===== config.mk =====
export PLATFORM = sky130hd
export DESIGN_NAME = cv32e40x_ex_result_fifo_flat
export DESIGN_NICKNAME = d
export VERILOG_FILES = /design/src/rtl/cv32e40x_ex_result_fifo_if.sv /design/src/rtl/cv32e40x_ex_result_fifo.sv /design/src/flat_wrapper.sv
export SDC_FILE = /design/constraint.sdc
export NUM_CORES = 1
export LEC_CHECK = 0
export CORE_UTILIZATION = 45
export CTS_CLUSTER_DIAMETER = 50
export CTS_CLUSTER_SIZE = 40
export DETAILED_ROUTE_END_ITERATION = 10
export GPL_TIMING_DRIVEN = 1
export HOLD_SLACK_MARGIN = 0.05
export PLACE_DENSITY = 0.86
export SLEW_MARGIN = 20
export SYNTH_ARGS = -nofsm -noshare
export SYNTH_HDL_FRONTEND = slang
export SYNTH_SLANG_ARGS = --single-unit

===== constraint.sdc =====
create_clock -name clk -period 8.8 [get_ports clk]
set_clock_uncertainty 0.2 [all_clocks]
set_input_delay 2.2 -clock clk [delete_from_list [all_inputs] [get_ports clk]]
set_output_delay 2.2 -clock clk [all_outputs]
set_load 0.05 [all_outputs]

===== src/rtl/cv32e40x_ex_result_fifo_if.sv =====
// Write-back side of the EX result buffer: head entry plus the WB valid/ready handshake.
// The master modport is the buffer; the slave modport is the write-back stage.
interface cv32e40x_ex_result_fifo_if;
  logic        wb_valid_o;
  logic        wb_ready_i;
  logic        wb_rf_we_o;
  logic [4:0]  wb_rf_waddr_o;
  logic [31:0] wb_rf_wdata_o;
  logic [31:0] wb_pc_o;
  logic        wb_illegal_o;

  modport master (
    output wb_valid_o, wb_rf_we_o, wb_rf_waddr_o, wb_rf_wdata_o, wb_pc_o, wb_illegal_o,
    input  wb_ready_i
  );

  modport slave (
    input  wb_valid_o, wb_rf_we_o, wb_rf_waddr_o, wb_rf_wdata_o, wb_pc_o, wb_illegal_o,
    output wb_ready_i
  );
endinterface


===== src/rtl/cv32e40x_ex_result_fifo.sv =====
// EX/WB result buffer: collects the selected functional-unit result and the instruction sideband,
// then hands entries to WB in order. Define CV32E40X_EX_RESULT_FWD_EN to build the forwarding lookup.
module cv32e40x_ex_result_fifo #(
  parameter int NUM_FU = 4,
  parameter int DEPTH  = 2
) (
  input  logic                  clk,
  input  logic                  rst,
  input  logic                  instr_valid_i,
  input  logic [NUM_FU-1:0]     fu_sel_i,
  input  logic [NUM_FU-1:0]     fu_valid_i,
  input  logic [NUM_FU*32-1:0]  fu_result_i,
  input  logic                  rf_we_i,
  input  logic [4:0]            rf_waddr_i,
  input  logic [31:0]           pc_i,
  input  logic                  illegal_i,
  input  logic                  kill_i,
  input  logic                  halt_i,
  input  logic                  flush_i,
  output logic [NUM_FU-1:0]     fu_ready_o,
  output logic                  ex_ready_o,
  output logic                  ex_valid_o,
  output logic [$clog2(DEPTH+1)-1:0] count_o,
  input  logic [4:0]            fwd_raddr_i,
  output logic                  fwd_hit_o,
  output logic [31:0]           fwd_wdata_o,
  cv32e40x_ex_result_fifo_if.master wb
);

  localparam int CNT_W = $clog2(DEPTH+1);
  localparam int PTR_W = (DEPTH > 1) ? $clog2(DEPTH) : 1;
  localparam logic [CNT_W-1:0] DEPTH_CNT = CNT_W'(DEPTH);
  localparam logic [PTR_W-1:0] LAST_PTR  = PTR_W'(DEPTH-1);

  logic [CNT_W-1:0] count_q, count_d;
  logic [PTR_W-1:0] rptr_q, rptr_d, wptr_q, wptr_d;
  logic [DEPTH-1:0] we_q, we_d;
  logic [DEPTH-1:0] illegal_q, illegal_d;
  logic [31:0]      wdata_q [DEPTH];
  logic [31:0]      wdata_d [DEPTH];
  logic [31:0]      pc_q    [DEPTH];
  logic [31:0]      pc_d    [DEPTH];
  logic [4:0]       waddr_q [DEPTH];
  logic [4:0]       waddr_d [DEPTH];

  logic        space;
  logic        ready;
  logic        push;
  logic        pop;
  logic        wb_valid;
  logic [31:0] sel_wdata;

  // Handshake qualification
  always_comb begin
    ex_valid_o = instr_valid_i && !kill_i && !halt_i && (illegal_i || |(fu_sel_i & fu_valid_i));
    space      = (count_q < DEPTH_CNT) || wb.wb_ready_i;
    ready      = kill_i || (space && !halt_i);
    wb_valid   = (count_q != '0);
    push       = ex_valid_o && space && !flush_i;
    pop        = wb_valid && wb.wb_ready_i && !flush_i;
  end

  assign fu_ready_o = {NUM_FU{ready}};
  assign ex_ready_o = ready;
  assign count_o    = count_q;

  // AND-OR mux keeps the stored result at zero when no unit is selected
  always_comb begin
    sel_wdata = '0;
    for (int k = 0; k < NUM_FU; k++) begin
      sel_wdata = sel_wdata | ({32{fu_sel_i[k]}} & fu_result_i[32*k +: 32]);
    end
  end

  always_comb begin
    count_d   = count_q;
    rptr_d    = rptr_q;
    wptr_d    = wptr_q;
    we_d      = we_q;
    illegal_d = illegal_q;
    wdata_d   = wdata_q;
    pc_d      = pc_q;
    waddr_d   = waddr_q;
    if (flush_i) begin
      count_d = '0;
      rptr_d  = '0;
      wptr_d  = '0;
    end else begin
      if (push) begin
        we_d[wptr_q]      = rf_we_i && !illegal_i;
        illegal_d[wptr_q] = illegal_i;
        wdata_d[wptr_q]   = sel_wdata;
        pc_d[wptr_q]      = pc_i;
        waddr_d[wptr_q]   = rf_waddr_i;
        wptr_d            = (wptr_q == LAST_PTR) ? '0 : wptr_q + PTR_W'(1);
      end
      if (pop) begin
        rptr_d = (rptr_q == LAST_PTR) ? '0 : rptr_q + PTR_W'(1);
      end
      if (push && !pop) begin
        count_d = count_q + CNT_W'(1);
      end else if (pop && !push) begin
        count_d = count_q - CNT_W'(1);
      end
    end
  end

  always_ff @(posedge clk or posedge rst) begin
    if (rst) begin
      count_q <= '0;
      rptr_q  <= '0;
      wptr_q  <= '0;
      we_q    <= '0;
    end else begin
      count_q <= count_d;
      rptr_q  <= rptr_d;
      wptr_q  <= wptr_d;
      we_q    <= we_d;
    end
  end

  // Payload storage carries no reset; validity is tracked by count/pointers and we_q
  always_ff @(posedge clk) begin
    illegal_q <= illegal_d;
    wdata_q   <= wdata_d;
    pc_q      <= pc_d;
    waddr_q   <= waddr_d;
  end

  always_comb begin
    wb.wb_valid_o    = wb_valid;
    wb.wb_rf_we_o    = wb_valid ? we_q[rptr_q]      : 1'b0;
    wb.wb_illegal_o  = wb_valid ? illegal_q[rptr_q] : 1'b0;
    wb.wb_rf_wdata_o = wb_valid ? wdata_q[rptr_q]   : '0;
    wb.wb_pc_o       = wb_valid ? pc_q[rptr_q]      : '0;
    wb.wb_rf_waddr_o = wb_valid ? waddr_q[rptr_q]   : '0;
  end

`ifdef CV32E40X_EX_RESULT_FWD_EN
  logic [PTR_W:0]   fwd_sum;
  logic [PTR_W-1:0] fwd_idx;

  // Walk from oldest to youngest so the last match is the youngest writer
  always_comb begin
    fwd_hit_o   = 1'b0;
    fwd_wdata_o = '0;
    fwd_sum     = '0;
    fwd_idx     = '0;
    for (int a = 0; a < DEPTH; a++) begin
      fwd_sum = {1'b0, rptr_q} + (PTR_W+1)'(a);
      if (fwd_sum >= (PTR_W+1)'(DEPTH)) begin
        fwd_sum = fwd_sum - (PTR_W+1)'(DEPTH);
      end
      fwd_idx = fwd_sum[PTR_W-1:0];
      if ((CNT_W'(a) < count_q) && we_q[fwd_idx] &&
          (waddr_q[fwd_idx] == fwd_raddr_i) && (fwd_raddr_i != 5'd0)) begin
        fwd_hit_o   = 1'b1;
        fwd_wdata_o = wdata_q[fwd_idx];
      end
    end
  end
`else
  logic unused_fwd_raddr;
  assign unused_fwd_raddr = ^fwd_raddr_i;
  assign fwd_hit_o        = 1'b0;
  assign fwd_wdata_o      = '0;
`endif

  a_fu_sel_onehot: assert property (@(posedge clk) disable iff (rst) $onehot0(fu_sel_i));

endmodule


===== src/flat_wrapper.sv =====
// flat-port wrapper written by rule: the top's interface ports become plain ports
module cv32e40x_ex_result_fifo_flat 
#(
  parameter int NUM_FU = 4,
  parameter int DEPTH  = 2
)
  (clk, rst, instr_valid_i, fu_sel_i, fu_valid_i, fu_result_i, rf_we_i, rf_waddr_i, pc_i, illegal_i, kill_i, halt_i, flush_i, fu_ready_o, ex_ready_o, ex_valid_o, count_o, fwd_raddr_i, fwd_hit_o, fwd_wdata_o, wb_wb_valid_o, wb_wb_rf_we_o, wb_wb_rf_waddr_o, wb_wb_rf_wdata_o, wb_wb_pc_o, wb_wb_illegal_o, wb_wb_ready_i);
  cv32e40x_ex_result_fifo_if wb_i ();
  input  logic clk;
  input  logic rst;
  input  logic instr_valid_i;
  input  logic [NUM_FU-1:0] fu_sel_i;
  input  logic [NUM_FU-1:0] fu_valid_i;
  input  logic [NUM_FU*32-1:0] fu_result_i;
  input  logic rf_we_i;
  input  logic [4:0] rf_waddr_i;
  input  logic [31:0] pc_i;
  input  logic illegal_i;
  input  logic kill_i;
  input  logic halt_i;
  input  logic flush_i;
  output logic [NUM_FU-1:0] fu_ready_o;
  output logic ex_ready_o;
  output logic ex_valid_o;
  output logic [$clog2(DEPTH+1)-1:0] count_o;
  input  logic [4:0] fwd_raddr_i;
  output logic fwd_hit_o;
  output logic [31:0] fwd_wdata_o;
  output wire logic [$bits(wb_i.wb_valid_o)-1:0] wb_wb_valid_o;
  output wire logic [$bits(wb_i.wb_rf_we_o)-1:0] wb_wb_rf_we_o;
  output wire logic [$bits(wb_i.wb_rf_waddr_o)-1:0] wb_wb_rf_waddr_o;
  output wire logic [$bits(wb_i.wb_rf_wdata_o)-1:0] wb_wb_rf_wdata_o;
  output wire logic [$bits(wb_i.wb_pc_o)-1:0] wb_wb_pc_o;
  output wire logic [$bits(wb_i.wb_illegal_o)-1:0] wb_wb_illegal_o;
  input wire logic [$bits(wb_i.wb_ready_i)-1:0] wb_wb_ready_i;
  assign wb_wb_valid_o = wb_i.wb_valid_o;
  assign wb_wb_rf_we_o = wb_i.wb_rf_we_o;
  assign wb_wb_rf_waddr_o = wb_i.wb_rf_waddr_o;
  assign wb_wb_rf_wdata_o = wb_i.wb_rf_wdata_o;
  assign wb_wb_pc_o = wb_i.wb_pc_o;
  assign wb_wb_illegal_o = wb_i.wb_illegal_o;
  assign wb_i.wb_ready_i = wb_wb_ready_i;
  cv32e40x_ex_result_fifo #(.NUM_FU(NUM_FU), .DEPTH(DEPTH)) u_core (.clk(clk), .rst(rst), .instr_valid_i(instr_valid_i), .fu_sel_i(fu_sel_i), .fu_valid_i(fu_valid_i), .fu_result_i(fu_result_i), .rf_we_i(rf_we_i), .rf_waddr_i(rf_waddr_i), .pc_i(pc_i), .illegal_i(illegal_i), .kill_i(kill_i), .halt_i(halt_i), .flush_i(flush_i), .fu_ready_o(fu_ready_o), .ex_ready_o(ex_ready_o), .ex_valid_o(ex_valid_o), .count_o(count_o), .fwd_raddr_i(fwd_raddr_i), .fwd_hit_o(fwd_hit_o), .fwd_wdata_o(fwd_wdata_o), .wb(wb_i));
endmodule

==> results.md, run 1 <==
Outcome:
- The flow ran to the end, and the final reports show no timing, DRC or antenna violations.

Cells and area:
- The net count of the finished layout is 922.
- The area growth from synthesis to layout is 49.2%.
- Cells with a size suffix above 1 make up roughly 5.9% of the layout.
- The library cell used most frequently in the layout, excluding fill and tap cells, is sky130_fd_sc_hd__clkdlybuf4s50_1.
- The top cell types in the final layout, fill and taps aside, are 261 x sky130_fd_sc_hd__clkdlybuf4s50_1, 140 x sky130_fd_sc_hd__edfxtp_1, 73 x sky130_fd_sc_hd__nor2_1, 72 x sky130_fd_sc_hd__mux2i_1, 64 x sky130_fd_sc_hd__a22oi_1.
- The number of fill cells is 934.
- The number of antenna diodes in the final layout is 0.

Critical path:
- The reg-to-reg startpoint is u_core.count_o[1]$_DFFE_PP0P_.
- The worst register-to-register path has a depth of 4.
- The highest fanout seen on the critical path is 5.
- For the worst setup path, the data arrival time is 4570 ps.
- The reg-to-reg setup timing slack is 6360 ps.
- The reg-to-reg endpoint is u_core.we_q[0]$_DFFE_PP0P_.
- The critical path in this run is classified as input pin to output port.
- For the worst setup path, the data required time is 6400 ps.
- STA classifies the critical path startpoint as an input pin.
- The worst setup path is captured at an output port.

Detailed routing:
- The average vias per placed instance is 5.13.
- Once detail routing completed, the nets flagged for antenna violations numbered 0.
- The final layout contains routed wiring with a total length of 16500 um.
- For this run, design rule violations remaining after detail routing come to 0.
- After detailed routing, the average wire length per cell comes to 17.8 um.
- The vias after detailed routing is 4764.
- The detailed router finished its first iteration with 353 violations.
- The first TritonRoute pass finished after 4 iterations.

Min path:
- In this run the most critical hold path is launched from u_core.we_q[0]$_DFFE_PP0P_.
- The worst hold-check path type is flop to flop.
- The end point of the worst hold path is u_core.we_q[0]$_DFFE_PP0P_.
- Along the worst hold path, the cell count comes to 1.

Clock network:
- Clock-pin slew was measured on the worst setup and hold paths at 60 ps.
- In this run, post-CTS repair resized a total of 0 instances.
- The number of levels the H-tree was split into is 4.
- The number of clock sinks is about 150.
- After clock tree synthesis, the flow added hold-fix buffers numbering 0.
- TritonCTS created 17 clock buffers.
- The clock tree from TritonCTS is yes.
- The number of setup buffers added after CTS is 0.
- No sink is reached through more buffers than the 2 on the longest clock path.
- The root buffer cell is sky130_fd_sc_hd__clkbuf_16.
- The clock latency at the later pin of the worst-skew pair is 400 ps.

Die:
- The area enclosed by the die boundary is 15100 um2.
- The die boundary height is 123 um.
- The row count is 43.
- The total area inside the core boundary comes to 14000 um2.
- The initial standard-cell utilization of the core is between 40% and 50%.
- The die is 123 um wide.
- 300 I/O pins were placed.

Logic synthesis:
- The number of unique standard cell types used by synthesis is 28.
- Synthesis produced a netlist whose cell count is 483.
- After synthesis the netlist holds a flip-flop and latch count of between 100 and 150.
- The cell area that synthesis handed to floorplanning was between 6000 and 7000 um2.
- The number of warnings printed during yosys synthesis is 0.
- The average cell area after synthesis is 13.6 um2.
- The sequential fraction of the synthesis area is approximately two thirds.

Place:
- During placement, the flow inserted port buffers numbering 261.
- The post-placement worst setup slack is 1840 ps.
- The detailed placement HPWL is 11500 um.
- At the end of routability-driven placement, the weighted congestion stood at 0.803.

Timing:
- Derived from the worst setup path, the maximum achievable clock frequency is ~140 MHz.
- The slew at the pin closest to its max-slew limit is 980 ps.
- The final critical path takes up 79.2% of the cycle.
- The minimum period implied by the final worst setup slack is 6970 ps.
- Setup violations remaining at the end of the flow were counted as 0.
- Setup repair after global routing left no endpoint under its margin.
- The hold violation count in the final report is 0.
- In the final timing run, aggregate negative setup slack is 0 ps.
- The final-report max-slew violation count is 0.
- The final worst setup slack is between 1500 and 2000 ps.
- The worst hold margin is between 200 and 300 ps.
- The remaining max-slew budget at the tightest pin is 34.7%.

Global route:
- The initial antenna violation count is 0.
- Entering global routing, the biggest net connects 73 pins.
- The number of global-route vias before repair is about 5000.
- The met1 track utilization from global routing is roughly 24%.
- Global routing consumed, on the met2 layer, 42.0% of the routing resources.
- The met3 demand-to-capacity share in global routing is between 4 and 5%.
- The first global-routing pass estimated 24700 um of wire.
- Global routing used 22.1% of the available tracks.
- The global-route congestion overflow total is 0.
- In this run the most used layer during global routing was met2.

Flow run:
- The tool flagged a number of max-cap violations equal to 0.

Power and ir drop:
- In this run the static leakage power is 3.33 nW.
- The worst-case IR drop observed on VDD is 111 uV.
- Dividing total power by cell area gives a power density of 177 nW/um2.
==> metal layers <==
layer,share of wire [%],wire [um]
met5,0,0
met1,37,6100
met3,5.8,965
met4,1.3,218
met2,56,9230
==> cell usage after synthesis (all sizes together) <==
master / instances / share of area (%)
a21o: 1 / 0.23
a21oi: 3 / 0.23
a222oi: 1 / 0.15
a22oi: 64 / 7.3
a31oi: 1 / 0.095
buf: 44 / 4.8
clkbuf: 24 / 1.4
conb: 1 / 0.057
dfrtp: 6 / 2.3
edfxtp: 140 / 64
inv: 3 / 0.17
mux2: 2 / 0.34
mux2i: 72 / 11
nand2: 33 / 1.9
nand2b: 1 / 0.095
nand3: 1 / 0.076
nand4b: 1 / 0.13
nor2: 74 / 4.2
nor2b: 4 / 0.38
nor3b: 1 / 0.19
nor4: 1 / 0.32
o21ai: 2 / 0.15
o21bai: 1 / 0.11
or3b: 1 / 0.13
xor2: 1 / 0.13
==> state kept, by name (all words and copies together) (netlist names) <==
signal            cells
u_core.pc_q          64
u_core.wdata_q       64
u_core.waddr_q       10
u_core.count_o        2
u_core.illegal_q      2
u_core.we_q           2
u_core.rptr_q         1
u_core.wptr_q         1
==> area by class of cell <==
type | instances | area [um2] | share of cell area, %
Tap cell | 180 | 225 | 2.30
Multi-Input combinational cell | 298 | 1920 | 19.7
Clock buffer | 18 | 429 | 4.39
Clock inverter | 14 | 163 | 1.66
Sequential cell | 146 | 4360 | 44.6
Timing Repair Buffer | 269 | 2670 | 27.3
Inverter | 3 | 11.3 | 0.115
==> through the flow <==
stage | cell area, um2 | cells | utilization (%) | power (W)
2_1_floorplan | 6680 | 515 | - | 0.000924
3_3_place_gp | 9190 | 896 | 65.4 | 0.00102
3_5_place_dp | 9190 | 896 | 65.4 | 0.00103
4_1_cts | 9780 | 928 | 69.7 | 0.00175
5_1_grt | 9780 | 928 | 69.7 | 0.00179
6_report | 9780 | 928 | 69.7 | 0.00173
==> power breakdown <==
group / switching (W) / total [W] / internal [W]
combinational: 0.000126 / 0.000237 / 0.000110
clock: 0.000272 / 0.000716 / 0.000444
sequential: 0.00000529 / 0.000780 / 0.000775
==> critical path, cell delays in order <==
cell and delay [ps]:
sky130_fd_sc_hd__clkdlybuf4s50_1 550, sky130_fd_sc_hd__nor2b_1 180, sky130_fd_sc_hd__o21bai_1 680, sky130_fd_sc_hd__clkdlybuf4s50_1 950
==> worst max path at each step <==
stage	startpoint	end	slack (ps)	cells past startpoint
floorplan	halt_i	u_core.we_q[1]$_DFFE_PP0P_	2470	4
global placement	wb_wb_ready_i	fu_ready_o[0]	1900	4
CTS	wb_wb_ready_i	fu_ready_o[2]	1820	4
finish	wb_wb_ready_i	fu_ready_o[2]	1830	4
global route	wb_wb_ready_i	fu_ready_o[2]	1810	4
detailed placement	wb_wb_ready_i	fu_ready_o[2]	1840	4
==> cells by family after synthesis <==
| logic type | share of synthesized area (%) |
|---|---|
| buf+inv | 6.32 |
| other cells | 0.0572 |
| mux | 11.3 |
| compound gates | 8.30 |
| flops | 66.4 |
| xor+xnor | 0.134 |
| simple gates | 7.46 |
(Power assumes the default switching activity.)
==> run 2, diff against run 1 <==
- CORE_UTILIZATION: 45 -> 42
- PLACE_DENSITY: 0.86 -> 0.81
- clock period: 8.8 -> 7.2 ns (I/O delays scaled with it)
==> results.md, run 2 (synthesis results as in run 1) <==
Global route:
- The initial antenna violation count came to 0 (unchanged).
- The pin count of the biggest net entering global routing came to 49 (-33%).
- The number of global-route vias before repair is 4911 (-1.1%).
- The global-route wire length before repair is 24500 um (-0.81%).
- The global routing usage summed across all routing layers is 20.4% (-1.7 points).
- The global-route congestion overflow total was 0 (unchanged).

Die:
- The initial standard-cell utilization of the core is 43.1% (-3.6 points).
- The area enclosed by the die boundary is 16100 um2 (+7.0%).
- The die boundary height is 127 um (+3.5%).
- The row count is 45 (+4.7%).
- The number of primary I/O pins came to 300 (unchanged).
- The core outline area is 15200 um2 (+8.3%).
- The horizontal extent of the die came to 127 um (+3.5%).

Place:
- The routability congestion estimate from global placement is 0.795 (-0.92%).
- The total of buffers placed on input and output ports came to 261 (unchanged).
- The detailed placement HPWL was 11800 um (+2.6%).

Cells and area:
- The number of fill cells is 1131 (+21%).
- The final net count is 924 (+0.22%).
- The largest registers in the layout are u_core.pc_q x64, u_core.wdata_q x64, u_core.waddr_q x10.
- From synthesis to final layout, the design area changed by 48.8%.
- The top cell types in the final layout, fill and taps aside, are 261 x sky130_fd_sc_hd__clkdlybuf4s50_1, 140 x sky130_fd_sc_hd__edfxtp_1, 73 x sky130_fd_sc_hd__nor2_1, 72 x sky130_fd_sc_hd__mux2i_1, 64 x sky130_fd_sc_hd__a22oi_1.
- The core utilization of the finished layout is 64.2% (-5.5 points).
- The antenna cell count came to 0 (unchanged).
- The fraction of layout cells with a size suffix above 1 is 6.27% (+0.38 points).
- The most common cell after layout, fill and taps aside is sky130_fd_sc_hd__clkdlybuf4s50_1.

Timing:
- The final-report max-slew violation count was 0 (unchanged).
- Counting I/O delays and the setup requirement, the final critical path takes 6060 ps.
- The remaining max-slew budget at the tightest pin came to 28.7% (-6.0 points).
- The slew at the pin closest to its max-slew limit was 1070 ps (+88.6 ps).
- The achievable frequency is 165 MHz.
- The hold violation count in the final report was 0 (unchanged).
- The accumulated negative setup slack is 0 ps (unchanged).
- Setup repair after global routing left no endpoint under its margin.
- The final critical path takes up 84.2% of the cycle.
- The number of setup violations in the final report came to 0 (unchanged).

Critical path:
- The reg-to-reg endpoint is u_core.pc_q[9]$_DFFE_PP_.
- The critical path in this run is classified as input pin to output port.
- The critical path required time was 5200 ps (-1200 ps).
- The element type at the critical path start is an input pin.
- The reg-to-reg startpoint is u_core.count_o[1]$_DFFE_PP0P_.
- The length in cells of the worst reg-to-reg path is 3 (-1).
- The arrival time at the worst endpoint was 4060 ps (-510 ps).
- The most critical setup path has its startpoint at wb_wb_ready_i.
- The highest fanout seen on the critical path is 5 (unchanged).
- The reg-to-reg setup timing slack came to 4400 ps (-1960 ps).
- The worst setup path is captured at an output port.

Power and ir drop:
- The ratio of total power to cell area is 209 nW/um2 (+18%).
- The highest ir drop seen on vdd was 157 uV (+42%).
- The post-route total power was 0.00204 W (+18%).
- The leakage power total is 3.31 nW (-0.68%).

Detailed routing:
- The vias after detailed routing is 4733 (-0.65%).
- The first-iteration detailed-routing DRC count is 221 (-37%).
- The first-pass detailed-route iteration total is 4 (unchanged).
- The total wirelength of the detailed-routed design is 16300 um (-1.2%).
- The total DRC errors in the routed layout is 0 (unchanged).
- The detailed-route wire length per cell is 17.4 um (-2.2%).
- The remaining antenna violation count was 0 (unchanged).
- The average vias per placed instance is 5.05 (-1.7%).

Clock network:
- The clock latency at the later pin of the worst-skew pair is 420 ps (+20 ps).
- The number of hold buffers added after cts came to 0 (unchanged).
- The clock edge transition at the registers on the reported setup and hold paths is 60 ps (about the same).
- The number of clock sinks was 146 (unchanged).
- The worst-case clock buffer depth was 2 (unchanged).
- The total setup buffers inserted after CTS is 0 (unchanged).
- The number of instances resized during post-cts repair came to 0 (unchanged).
- TritonCTS built the clock tree.
- The root buffer cell is sky130_fd_sc_hd__clkbuf_16.
- The number of levels the H-tree was split into was 4 (unchanged).
- The number of CTS-inserted buffers was 17 (unchanged).

Min path:
- For hold timing, the worst endpoint is u_core.we_q[1]$_DFFE_PP0P_.
- The tightest min-delay check is of the flop to flop type.
- In this run the most critical hold path is launched from u_core.we_q[1]$_DFFE_PP0P_.
- The instance count along the most critical hold path is 1 (unchanged).

Outcome:
- The run finished with clean final reports.

Flow run:
- The max-capacitance violation count came to 0 (unchanged).
## run 2: critical path, cell delays in order
cell and delay [ps]:
sky130_fd_sc_hd__clkdlybuf4s50_1 470, sky130_fd_sc_hd__nor2b_1 590, sky130_fd_sc_hd__o21bai_1 390, sky130_fd_sc_hd__clkdlybuf4s50_1 810
## run 2: per-stage QoR
stage,worst slack [ps],instance area (um2),instances,hold slack (ps)
after floorplan,1270,6680,515,257
after global placement,1140,9220,906,271
final,1140,9760,938,302
after detailed placement,1090,9220,906,293
after CTS,1080,9760,938,306
after global routing,1020,9760,938,329
## run 2: worst max-delay path by stage
stage | to | slack (ps) | depth (start not counted)
after floorplan | u_core.we_q[1]$_DFFE_PP0P_ | 1270 | 4
after global placement | fu_ready_o[0] | 1140 | 4
after detailed placement | fu_ready_o[3] | 1090 | 4
after CTS | fu_ready_o[3] | 1080 | 4
after global routing | ex_ready_o | 1020 | 4
final | ex_ready_o | 1140 | 4
## run 2: power breakdown
part,switching (W),internal (W)
clock network,0.000330,0.000471
registers,0.00000737,0.000947
logic,0.000153,0.000135
## run 2: area by class of cell
cell class,instances,area [um2],share of cell area (%)
sequential,146,4360,44.6
timing repair buffer,271,2690,27.5
multi-input combinational,298,1920,19.7
clock buffer,18,429,4.40
tap,188,235,2.41
clock inverter,14,116,1.19
inverter,3,11.3,0.115
## run 2: layer usage
layer,global-route usage (%),routed length (um),share of wire [%]
met3,5.74,1020,6.3
met5,0,0,0
met1,22.1,6160,38
met4,8.89,462,2.8
met2,37.2,8680,53
